`config.mk`:
```
export PLATFORM = sky130hd
export DESIGN_NAME = add_tree_mult_sim_flat
export DESIGN_NICKNAME = d
export VERILOG_FILES = /design/src/rtl/add_tree_mult_sim_if.sv /design/src/rtl/add_tree_mult_sim.sv /design/src/flat_wrapper.sv
export SDC_FILE = /design/constraint.sdc
export NUM_CORES = 1
export LEC_CHECK = 0
export CAP_MARGIN = 25
export CORE_AREA = 4 4 162 164
export CTS_BUF_LIST = sky130_fd_sc_hd__clkbuf_8
export DETAILED_ROUTE_END_ITERATION = 8
export DIE_AREA = 0 0 166 168
export GPL_TIMING_DRIVEN = 0
export MAX_ROUTING_LAYER = met4
export PLACE_DENSITY = 0.7
export SYNTH_ARGS = -nofsm -noshare
export SYNTH_HDL_FRONTEND = slang
export SYNTH_SLANG_ARGS = --single-unit
```
`constraint.sdc`:
```
create_clock -name clk_10kHz -period 20 [get_ports clk_10kHz]
set_clock_uncertainty 0.2 [all_clocks]
set_input_delay 5 -clock clk_10kHz [delete_from_list [all_inputs] [get_ports clk_10kHz]]
set_output_delay 5 -clock clk_10kHz [all_outputs]
set_load 0.03 [all_outputs]
```
`src/rtl/add_tree_mult_sim_if.sv`:
```
// Operand and display bundle for the add-tree multiplier demo block.
// The master side drives the operands; the slave side returns the product and display signals.
interface add_tree_mult_sim_if;
    logic [7:0]  a;
    logic [7:0]  b;
    logic [15:0] p;
    logic [19:0] p_BCD;
    logic [3:0]  scan_data_1;
    logic        scan_en_1;
    logic [3:0]  scan_data_0;
    logic [3:0]  scan_en_0;
    logic [6:0]  data_1_7seg;
    logic [6:0]  data_0_7seg;

    modport master (
        output a, b,
        input  p, p_BCD, scan_data_1, scan_en_1, scan_data_0, scan_en_0,
               data_1_7seg, data_0_7seg
    );

    modport slave (
        input  a, b,
        output p, p_BCD, scan_data_1, scan_en_1, scan_data_0, scan_en_0,
               data_1_7seg, data_0_7seg
    );
endinterface

```
`src/rtl/add_tree_mult_sim.sv`:
```
// 8x8 unsigned multiplier as a 3-stage adder tree of shifted partial products,
// with a registered BCD conversion driving one static and one scanned 7-segment display.
module add_tree_mult_sim (
    input  logic                    clk_10kHz,
    input  logic                    clrn,
    input  logic                    clk_1kHz,
    add_tree_mult_sim_if.slave      io
);

    typedef enum logic [1:0] {
        SCAN_UNITS,
        SCAN_TENS,
        SCAN_HUNDREDS,
        SCAN_THOUSANDS
    } scan_t;

    logic [15:0] pp [8];
    logic [15:0] s1 [4];
    logic [15:0] s2 [2];
    logic [15:0] p_q;
    logic [19:0] bcd_next;
    logic [19:0] p_bcd_q;
    logic        en_1_q;
    logic        strobe_meta;
    logic        strobe_sync;
    logic        strobe_prev;
    logic        strobe_rise;
    scan_t       scan_q;
    scan_t       scan_next;
    logic [3:0]  scan_en_0;
    logic [3:0]  scan_data_0;

    function automatic logic [6:0] seg7(input logic [3:0] d);
        case (d)
            4'h0: seg7 = 7'h3F;
            4'h1: seg7 = 7'h06;
            4'h2: seg7 = 7'h5B;
            4'h3: seg7 = 7'h4F;
            4'h4: seg7 = 7'h66;
            4'h5: seg7 = 7'h6D;
            4'h6: seg7 = 7'h7D;
            4'h7: seg7 = 7'h07;
            4'h8: seg7 = 7'h7F;
            4'h9: seg7 = 7'h6F;
            4'hA: seg7 = 7'h77;
            4'hB: seg7 = 7'h7C;
            4'hC: seg7 = 7'h39;
            4'hD: seg7 = 7'h5E;
            4'hE: seg7 = 7'h79;
            default: seg7 = 7'h71;
        endcase
    endfunction

    always_comb begin
        for (int unsigned i = 0; i < 8; i++) begin
            pp[i] = io.b[i] ? ({8'h00, io.a} << i) : '0;
        end
    end

    always_ff @(posedge clk_10kHz or negedge clrn) begin
        if (!clrn) begin
            for (int unsigned i = 0; i < 4; i++) s1[i] <= '0;
            for (int unsigned i = 0; i < 2; i++) s2[i] <= '0;
            p_q     <= '0;
            p_bcd_q <= '0;
        end else begin
            for (int unsigned i = 0; i < 4; i++) s1[i] <= pp[2*i] + pp[2*i+1];
            for (int unsigned i = 0; i < 2; i++) s2[i] <= s1[2*i] + s1[2*i+1];
            p_q     <= s2[0] + s2[1];
            p_bcd_q <= bcd_next;
        end
    end

    // Shift-add-3: correct every digit that would overflow before shifting in the next bit.
    always_comb begin
        bcd_next = '0;
        for (int unsigned i = 0; i < 16; i++) begin
            for (int unsigned d = 0; d < 5; d++) begin
                if (bcd_next[4*d +: 4] >= 4'd5)
                    bcd_next[4*d +: 4] = bcd_next[4*d +: 4] + 4'd3;
            end
            bcd_next = {bcd_next[18:0], p_q[15 - i]};
        end
    end

    always_ff @(posedge clk_10kHz or negedge clrn) begin
        if (!clrn) begin
            en_1_q      <= 1'b0;
            strobe_meta <= 1'b0;
            strobe_sync <= 1'b0;
            strobe_prev <= 1'b0;
            scan_q      <= SCAN_UNITS;
        end else begin
            en_1_q      <= 1'b1;
            strobe_meta <= clk_1kHz;
            strobe_sync <= strobe_meta;
            strobe_prev <= strobe_sync;
            scan_q      <= scan_next;
        end
    end

    assign strobe_rise = strobe_sync & ~strobe_prev;

    always_comb begin
        scan_next   = scan_q;
        scan_en_0   = 4'b0001;
        scan_data_0 = p_bcd_q[3:0];
        case (scan_q)
            SCAN_UNITS: begin
                if (strobe_rise) scan_next = SCAN_TENS;
            end
            SCAN_TENS: begin
                if (strobe_rise) scan_next = SCAN_HUNDREDS;
                scan_en_0   = 4'b0010;
                scan_data_0 = p_bcd_q[7:4];
            end
            SCAN_HUNDREDS: begin
                if (strobe_rise) scan_next = SCAN_THOUSANDS;
                scan_en_0   = 4'b0100;
                scan_data_0 = p_bcd_q[11:8];
            end
            default: begin
                if (strobe_rise) scan_next = SCAN_UNITS;
                scan_en_0   = 4'b1000;
                scan_data_0 = p_bcd_q[15:12];
            end
        endcase
    end

    assign io.p           = p_q;
    assign io.p_BCD       = p_bcd_q;
    assign io.scan_data_1 = p_bcd_q[19:16];
    assign io.scan_en_1   = en_1_q;
    assign io.scan_data_0 = scan_data_0;
    assign io.scan_en_0   = scan_en_0;
    assign io.data_1_7seg = seg7(p_bcd_q[19:16]);
    assign io.data_0_7seg = seg7(scan_data_0);

endmodule

```
`src/flat_wrapper.sv`:
```
// flat-port wrapper written by rule: the top's interface ports become plain ports
module add_tree_mult_sim_flat 
  (clk_10kHz, clrn, clk_1kHz, io_a, io_b, io_p, io_p_BCD, io_scan_data_1, io_scan_en_1, io_scan_data_0, io_scan_en_0, io_data_1_7seg, io_data_0_7seg);
  add_tree_mult_sim_if io_i ();
  input  logic clk_10kHz;
  input  logic clrn;
  input  logic clk_1kHz;
  input wire logic [$bits(io_i.a)-1:0] io_a;
  input wire logic [$bits(io_i.b)-1:0] io_b;
  output wire logic [$bits(io_i.p)-1:0] io_p;
  output wire logic [$bits(io_i.p_BCD)-1:0] io_p_BCD;
  output wire logic [$bits(io_i.scan_data_1)-1:0] io_scan_data_1;
  output wire logic [$bits(io_i.scan_en_1)-1:0] io_scan_en_1;
  output wire logic [$bits(io_i.scan_data_0)-1:0] io_scan_data_0;
  output wire logic [$bits(io_i.scan_en_0)-1:0] io_scan_en_0;
  output wire logic [$bits(io_i.data_1_7seg)-1:0] io_data_1_7seg;
  output wire logic [$bits(io_i.data_0_7seg)-1:0] io_data_0_7seg;
  assign io_i.a = io_a;
  assign io_i.b = io_b;
  assign io_p = io_i.p;
  assign io_p_BCD = io_i.p_BCD;
  assign io_scan_data_1 = io_i.scan_data_1;
  assign io_scan_en_1 = io_i.scan_en_1;
  assign io_scan_data_0 = io_i.scan_data_0;
  assign io_scan_en_0 = io_i.scan_en_0;
  assign io_data_1_7seg = io_i.data_1_7seg;
  assign io_data_0_7seg = io_i.data_0_7seg;
  add_tree_mult_sim u_core (.clk_10kHz(clk_10kHz), .clrn(clrn), .clk_1kHz(clk_1kHz), .io(io_i));
endmodule
```
==> reports/metrics.cfg, run 1 <==
[critical_path]
path_common_cell = ha_1
reg2reg_depth = 58
arrival_ps = 12690
r2r_slack_ps = 7390
cpPeakStageDelay_ps = 570
cp_slowest_cell = nor3_1
critPathKind = flip-flop to flip-flop
setup.worst_path.start_class = flip-flop
required_ps = 20070
r2r_start = u_core.io.p[14]
r2r-end = u_core.io.p_BCD[13]
cp_max_fo = 11
worst_setup_path_end_kind = flip-flop

[synthesis]
synth_edf_count = 0
syn_area_per_cell_sq_um = 8.51
ys_seq_area_share_pct = 24.4
synth.distinct_cells = 122
synthesis.nets = 1414
synthArstFlopShare_pct = 100
netlist_instances = 1288
ys.flop_type = dfrtp_1
yosys_warnings = 0
ys_seq_elements = 107
syn_area_sq_um = 11000

[detailed_routing]
dr.pass1.iters = 6
wirelength_um = 23500
drc = 0
antenna_left = 0
initialDrtViolationCount = 570
post_drt_wl_per_cell_um = 13.7
viasPerCell = 5.63
vias = 9659

[floorplanning]
core_sq_um = 24900
die_y_um = 168
initial_core_util_pct = 44.0
die_area_sq_um = 27900
boundaryPins = 82
die_w_um = 166
row_count = 58

[sta]
rsz0062_at_grt = false
fin_tns_setup_ps = 0
max_clock_freq_mhz = 79.3
tightest_slew_ps = 935
finalHoldViolations = 0
setup_viol = 0
timing.final.crit_share_pct = 63.1
slew_viol_final = 0
relSlewSlack_pct = 37.1
fin_crit_ps = 12610

[global_routing]
overflow = 0
grtUsageTotal_pct = 16.9
grt_pass1_wl_um = 40700
antenna_found_initial = 0
grt_pass1_vias = 9153
grt_max_degree = 62

[final_layout]
fillers = 2319
final_nets = 1507
area_delta_synth_final_pct = 13.4
final_layout_size_suffix_gt1_share_pct = 8.73
antennaDiodeCount = 0

[run]
cap_violations = 0

[worst_hold_path]
hold-path-endpoint = u_core.s2[17]
min_path_type = flip-flop to flip-flop
hp-start = u_core.s1[49]
hold_depth = 0

[cts]
cts-root-buf = clkbuf_8
tritoncts = yes
cts_buffer_depth = 2
postCtsResizedCells = 0
hold_buffers = 0
cts_max_level = 3
clkTransAtPathRegs_ps = 110
cts_buffers = 9
clock_latency_ps = 380
clock-sinks = 107
post_cts_buffers = 0

[placed_design]
hpwl_um = 18300
place_congestion = 0.935
port_buffers = 81

[outcome]
outcome = completed

-- synthesized netlist by cell type, drive strengths merged, types with 8 or more instances --
library cell	count	area share [%]
a21oi	118	5.7
inv	109	3.7
dfrtp	107	24
ha	100	11
nand2	98	3.4
o21ai	78	3.7
nor2	73	2.6
and2	61	3.5
xnor2	45	3.8
nor3	31	1.5
o21bai	31	2.1
mux2i	29	2.9
nand3	27	1.3
xor2	26	2.2
a21o	24	1.6
clkbuf	20	0.69
buf	18	1.0
a211oi	17	1.4
a22oi	15	1.1
nand2b	14	0.80
mux2	13	1.4
nor2b	13	0.81
o211ai	13	1.1
o21a	12	0.83
o22ai	12	0.80
a31oi	10	0.90
o31ai	10	0.78
or2	9	0.56
and3	8	0.46
o211a	8	0.73
or3	8	0.50
-- routing by layer --
layer | GRT usage, % | share of wire (%) | vias to the layer above
met3 | 2.00 | 3.3 | 30
met4 | 4.05 | 1.6 | 0
met2 | 31.0 | 51 | 168
met5 | - | 0 | -
li1 | - | - | 4898
met1 | 20.0 | 44 | 4563
-- worst max-delay path, delay by kind of cell, from the launching register on --
family,cells,cell delay [ps]
fa+ha+maj,10,2370
flops,1,400
compound gates,24,5050
simple gates,13,2710
mux,1,330
buf+inv,10,1350
-- sequential cells by signal (all words and copies together), names as in the netlist --
| name | cells |
|---|---|
| u_core.io.p | 16 |
| u_core.strobe_meta | 1 |
| u_core.strobe_sync | 1 |
| u_core.scan_q | 2 |
| u_core.io.scan_en_1 | 1 |
| u_core.s2 | 25 |
| u_core.io.p_BCD | 20 |
| u_core.s1 | 40 |
| u_core.strobe_prev | 1 |
-- cells in the final DEF (no fill, tap or decap), types with 8 or more instances in the layout --
cell type / Yosys / layout
nor2b_1: 12 / 12
dfrtp_1: 107 / 107
o21ai_0: 58 / 58
nand3_1: 26 / 26
o211a_1: 8 / 8
o21bai_1: 31 / 31
o211ai_1: 11 / 11
xnor2_1: 42 / 42
clkdlybuf4s50_1: 0 / 80
a22oi_1: 14 / 14
o22ai_1: 10 / 10
ha_1: 100 / 100
o21a_1: 11 / 11
buf_2: 9 / 9
o21ai_1: 17 / 17
o31ai_1: 8 / 8
mux2_2: 9 / 9
nand2b_1: 14 / 14
nor2_1: 70 / 70
nand2_1: 97 / 97
clkbuf_8: 0 / 10
mux2i_1: 23 / 23
buf_4: 7 / 8
inv_1: 106 / 106
a21o_1: 24 / 24
a211oi_1: 14 / 14
nor3_1: 29 / 29
clkbuf_1: 20 / 20
a21oi_1: 111 / 111
and2_1: 60 / 60
xor2_1: 25 / 25
and3_1: 8 / 8
-- layout make-up --
class	instances	area, sq um	area share, %
Clock buffer	10	138	1.11
Inverter	111	418	3.36
Timing Repair Buffer	82	836	6.73
Tap cell	330	413	3.32
Multi-Input combinational cell	1032	7670	61.8
Sequential cell	107	2680	21.6
Buffer	38	188	1.51
Clock inverter	6	78.8	0.635
-- cell families (layout without fill, tap and decap cells) --
| family | after synthesis | count (layout) | synth area share (%) |
|---|---|---|---|
| and+or+nand+nor | 368 | 368 | 17.2 |
| adders and majority gates | 107 | 107 | 12.7 |
| other | 1 | 1 | 0.0342 |
| muxes | 43 | 43 | 4.58 |
| xor gates and xnor gates | 71 | 71 | 6.05 |
| AOI/OAI and AO/OA | 442 | 442 | 29.4 |
| buffers and inverters | 149 | 247 | 5.53 |
| DFF | 107 | 107 | 24.4 |
-- per-stage QoR --
stage | util [%] | cell area (sq um) | hold WS, ps | std cells | worst slack [ps]
after detailed placement | 49.0 | 12200 | 136 | 1700 | 7490
after global routing | 49.9 | 12400 | 171 | 1716 | 6250
final | 49.9 | 12400 | 159 | 1716 | 7390
after CTS | 49.9 | 12400 | 164 | 1716 | 7400
after floorplan | - | 11000 | 131 | 1288 | 8790
after global placement | 48.9 | 12200 | 134 | 1699 | 7630
-- worst max path at each step --
stage                          startpoint                  end  depth (start not counted)
final                     u_core.io.p[14]  u_core.io.p_BCD[13]                         58
after global routing      u_core.io.p[14]  u_core.io.p_BCD[13]                         56
after CTS                 u_core.io.p[14]  u_core.io.p_BCD[13]                         57
after detailed placement  u_core.io.p[14]  u_core.io.p_BCD[13]                         57
after global placement    u_core.io.p[14]  u_core.io.p_BCD[13]                         58
after floorplan           u_core.io.p[14]  u_core.io.p_BCD[13]                         57
Power of run 1 is left out: the tool's default activity adds up to more than one toggle a clock period on the data nets, which glitch-free logic cannot reach.
==> run 2, diff against run 1 <==
Clock period 20 ns to 12.7 ns, I/O delays scaled along.
==> run 2 against run 1 <==
Effect of this change: cell area is 0.51% higher; cell count is essentially flat; wire length grew 0.62%; worst hold slack about the same; first-iteration DRC count down 3.3%; count of clock-buffer cells in the layout stayed put; critical path type unchanged.
==> reports/metrics.cfg, run 2 (synthesis results as in run 1) <==
[floorplanning]
die_area_sq_um = 27900
die_w_um = 166
row_count = 58
initial_core_util_pct = 44.0
core_sq_um = 24900
die_y_um = 168
boundaryPins = 82

[final_layout]
final_common_cell = a21oi_1
top_register = u_core.s1
antennaDiodeCount = 0
multi_input_area_sq_um = 7740
fin_util_pct = 50.2
final_cell_mix = a21oi_1 (111), dfrtp_1 (107), inv_1 (106)
final_layout_size_suffix_gt1_share_pct = 8.95
fillers = 2313
largest_reg_flops = 40
area_delta_synth_final_pct = 14.0
final_nets = 1506
regArea_sq_um = 2680

[cts]
cts-root-buf = clkbuf_8
clock-sinks = 107
tritoncts = yes
clkTransAtPathRegs_ps = 110
cts_buffers = 9
post_cts_buffers = 0
clock_latency_ps = 380
cts_max_level = 3
cts_buffer_depth = 2

[critical_path]
r2r_slack_ps = 930
r2r_start = u_core.io.p[14]
cpPeakStageDelay_ps = 480
critPathKind = flip-flop to flip-flop
worst_setup_path_end_kind = flip-flop
arrival_ps = 11840
cp_slowest_cell = a211oi_2
r2r-end = u_core.io.p_BCD[13]
required_ps = 12770
cp_max_fo = 11
reg2reg_depth = 57
path_common_cell = ha_1
setup.worst_path.start_class = flip-flop

[detailed_routing]
viasPerCell = 5.63
vias = 9661
drc = 0
antenna_left = 0
wirelength_um = 23600
initialDrtViolationCount = 551
dr.pass1.iters = 7
post_drt_wl_per_cell_um = 13.8

[global_routing]
grt_max_degree = 62
grt_pass1_wl_um = 40700
grt_pass1_vias = 9153
grtUsageTotal_pct = 16.9
antenna_found_initial = 0
overflow = 0

[worst_hold_path]
min_path_type = flip-flop to flip-flop
hold_depth = 0
hold-path-endpoint = u_core.s2[17]
hp-start = u_core.s1[49]

[sta]
slew_viol_final = 0
tightest_slew_ps = 933
setup_viol = 0
finalHoldViolations = 0
max_clock_freq_mhz = 85.0
relSlewSlack_pct = 37.3
fin_ws_ps = 934
fin_crit_ps = 11770
fin_hold_ws_ps = 159
rsz0062_at_grt = false
fin_tns_setup_ps = 0
timing.final.crit_share_pct = 92.6

[placed_design]
port_buffers = 81
pre_cts_ws_ps = 194
place_congestion = 0.935
hpwl_um = 18300

[run]
cap_violations = 0

[outcome]
outcome = completed

==> run 2: worst max-delay path, delay by kind of cell (launching register included) <==
family,cells,cell delay (ps)
flip-flops,1,400
adder cells (fa/ha/maj),10,2420
buffers and inverters,9,1050
AND/OR/NAND/NOR,14,2250
multiplexers,1,140
AO/OA/AOI/OAI,23,5160
==> run 2: final cells by class <==
type                       instances  area share, %
multi-input combinational       1032           62.0
clock buffer                      10           1.10
clock inverter                     6          0.631
sequential                       107           21.4
inverter                         111           3.35
tap                              330           3.31
timing repair buffer              82           6.69
buffer                            37           1.49
==> run 2: stage by stage <==
stage | instance area (sq um) | cells
detailed placement | 12200 | 1700
finish | 12500 | 1715
global placement | 12200 | 1699
floorplan | 11000 | 1288
CTS | 12400 | 1716
global route | 12500 | 1715
==> run 2: layer usage <==
layer | wire [um] | vias to the layer above | global-route usage (%)
met4 | 371 | 0 | 4.05
li1 | - | 4889 | -
met2 | 12000 | 175 | 31.0
met5 | 0 | - | -
met1 | 10500 | 4564 | 20.0
met3 | 771 | 33 | 2.00
==> run 2: worst max-delay path by stage <==
| stage | from | to | depth (start not counted) |
|---|---|---|---|
| 6_report | u_core.io.p[14] | u_core.io.p_BCD[13] | 57 |
| 5_1_grt | u_core.io.p[14] | u_core.io.p_BCD[6] | 60 |
| 4_1_cts | u_core.io.p[14] | u_core.io.p_BCD[13] | 57 |
| 3_5_place_dp | u_core.io.p[14] | u_core.io.p_BCD[13] | 57 |
| 3_3_place_gp | u_core.io.p[14] | u_core.io.p_BCD[13] | 58 |
| 2_1_floorplan | u_core.io.p[14] | u_core.io.p_BCD[13] | 57 |
==> run 2: repair_timing <==
item	CTS	global route
gates resized for setup	0	11
endpoints found under the setup margin	0	15
hold buffers	0	0
Power of run 2 is left out for the same reason.
==> run 3, diff against run 2 <==
Settings changed: CTS_CLUSTER_SIZE set to 30, SLEW_MARGIN set to 5.
==> run 3 against run 2 <==
Effect of this change: wire length down 0.75%; non-clock buffer count did not move; flip-flop and latch count stayed put; critical path depth increased by 2; first-iteration DRC count decreased by 2.0%; critical endpoint is now u_core.io.p_BCD[5]; core utilization down 0.065 points; global-route usage grew 0.14 points; count of clock-buffer cells in the layout shrank 1; via count rose by 0.10%; fmax is 0.68% higher; register-to-register slack better by 80 ps; sequential share of layout area barely moved.
==> reports/metrics.cfg, run 3 (synthesis results as in run 1) <==
[outcome]
outcome = completed

[detailed_routing]
initialDrtViolationCount = 540
post_drt_wl_per_cell_um = 13.7
viasPerCell = 5.64
wl_met3_um = 720
vias = 9671
wl_met2_um = 11900
drc = 0
dr.pass1.iters = 6
antenna_left = 0
highest-signal-layer = met4
wl_met1_um = 10400
wirelength_um = 23400

[final_layout]
fin_util_pct = 50.1
final_common_cell = a21oi_1
antennaDiodeCount = 0
final_layout_size_suffix_gt1_share_pct = 9.18
area_delta_synth_final_pct = 13.8
final_cell_area_sq_um = 12500
largest_reg_flops = 40
top_register = u_core.s1
final_cell_mix = a21oi_1 (111), dfrtp_1 (107), inv_1 (106)
final_nets = 1506

[critical_path]
cpPeakStageDelay_ps = 410
cp_slowest_cell = o32a_1
setup.worst_path.start_class = flip-flop
required_ps = 12810
critPathTopFamily = compound AO/OA/AOI/OAI gates
critPathKind = flip-flop to flip-flop
r2r_start = u_core.io.p[14]
arrival_ps = 11790
cp_max_fo = 11
worst_setup_path_end_kind = flip-flop
path_common_cell = ha_1
cp_num_buf_inv = 9
critical_path.startpoint = u_core.io.p[14]

[cts]
clock_latency_ps = 390
cts_max_level = 3
clkTransAtPathRegs_ps = 110
cts_buffers = 9
cts_buffer_depth = 2
post_cts_buffers = 0
hold_buffers = 0
tritoncts = yes
clock-sinks = 107
cts-root-buf = clkbuf_8

[run]
cap_violations = 0

[global_routing]
grt_max_degree = 100
overflow = 0
grtUsageTotal_pct = 17.1
grt_pass1_wl_um = 40800
grt_pass1_vias = 9136
antenna_found_initial = 0

[floorplanning]
die_y_um = 168
die_w_um = 166
core_sq_um = 24900
row_count = 58
initial_core_util_pct = 44.0
boundaryPins = 82
die_area_sq_um = 27900

[sta]
max_clock_freq_mhz = 85.6
tightest_slew_ps = 909
setup_viol = 0
relSlewSlack_pct = 38.9
timing.final.crit_share_pct = 92.0
finalHoldViolations = 0
fin_crit_ps = 11690
slew_viol_final = 0

[worst_hold_path]
min_path_type = flip-flop to flip-flop
hp-start = u_core.s1[48]

[placed_design]
port_buffers = 81
post_dp_cell_area_sq_um = 12200
hpwl_um = 18400
place_congestion = 0.935

[run 3: cell types whose count changed in the layout (fill, tap and decap cells not counted), sizes merged]
cell,delta
inv,+1
bufinv,-1
buf,-1
[run 3: area by class of cell]
cell class              count  area (sq um)
fillers                  2359         12400
well taps                 330           413
inverters                 111           418
flip-flops and latches    107          2680
clock inverters             6          57.6
repair buffers             82           840
multi-input cells        1032          7750
plain buffers              37           189
clock buffers               9           124
[run 3: metrics by stage]
| step | hold WS, ps | setup slack [ps] | TNS (ps) | std cells |
|---|---|---|---|---|
| 6_report | 159 | 1010 | 0 | 1714 |
| 4_1_cts | 163 | 79.9 | 0 | 1715 |
| 5_1_grt | 170 | -8.04 | -8.04 | 1714 |
| 2_1_floorplan | 131 | 1490 | 0 | 1288 |
| 3_3_place_gp | 134 | 332 | 0 | 1699 |
| 3_5_place_dp | 135 | 166 | 0 | 1700 |
[run 3: timing repair]
action	CTS	global route
setup endpoints to repair	0	15
gates resized for setup	0	15
hold endpoints to repair	0	0
[run 3: path summary, 6_finish.rpt]
check                      slack, ps  cells past startpoint                  end
min reg2reg                      160                      0        u_core.s2[16]
min in group asynchronous       2390                      1  u_core.io.p_BCD[18]
max reg2reg                     1010                     59   u_core.io.p_BCD[5]
max                             1010                     59   u_core.io.p_BCD[5]
max in group asynchronous       9210                      2   u_core.io.p_BCD[9]
min                              160                      0        u_core.s2[16]
[run 3: metal layers]
layer  GRT usage (%)  up-vias
li1                -     4889
met1            20.3     4601
met2            30.6      155
met3            2.14       26
met4            4.84        0
met5               -        -
Power of run 3 is left out for the same reason.
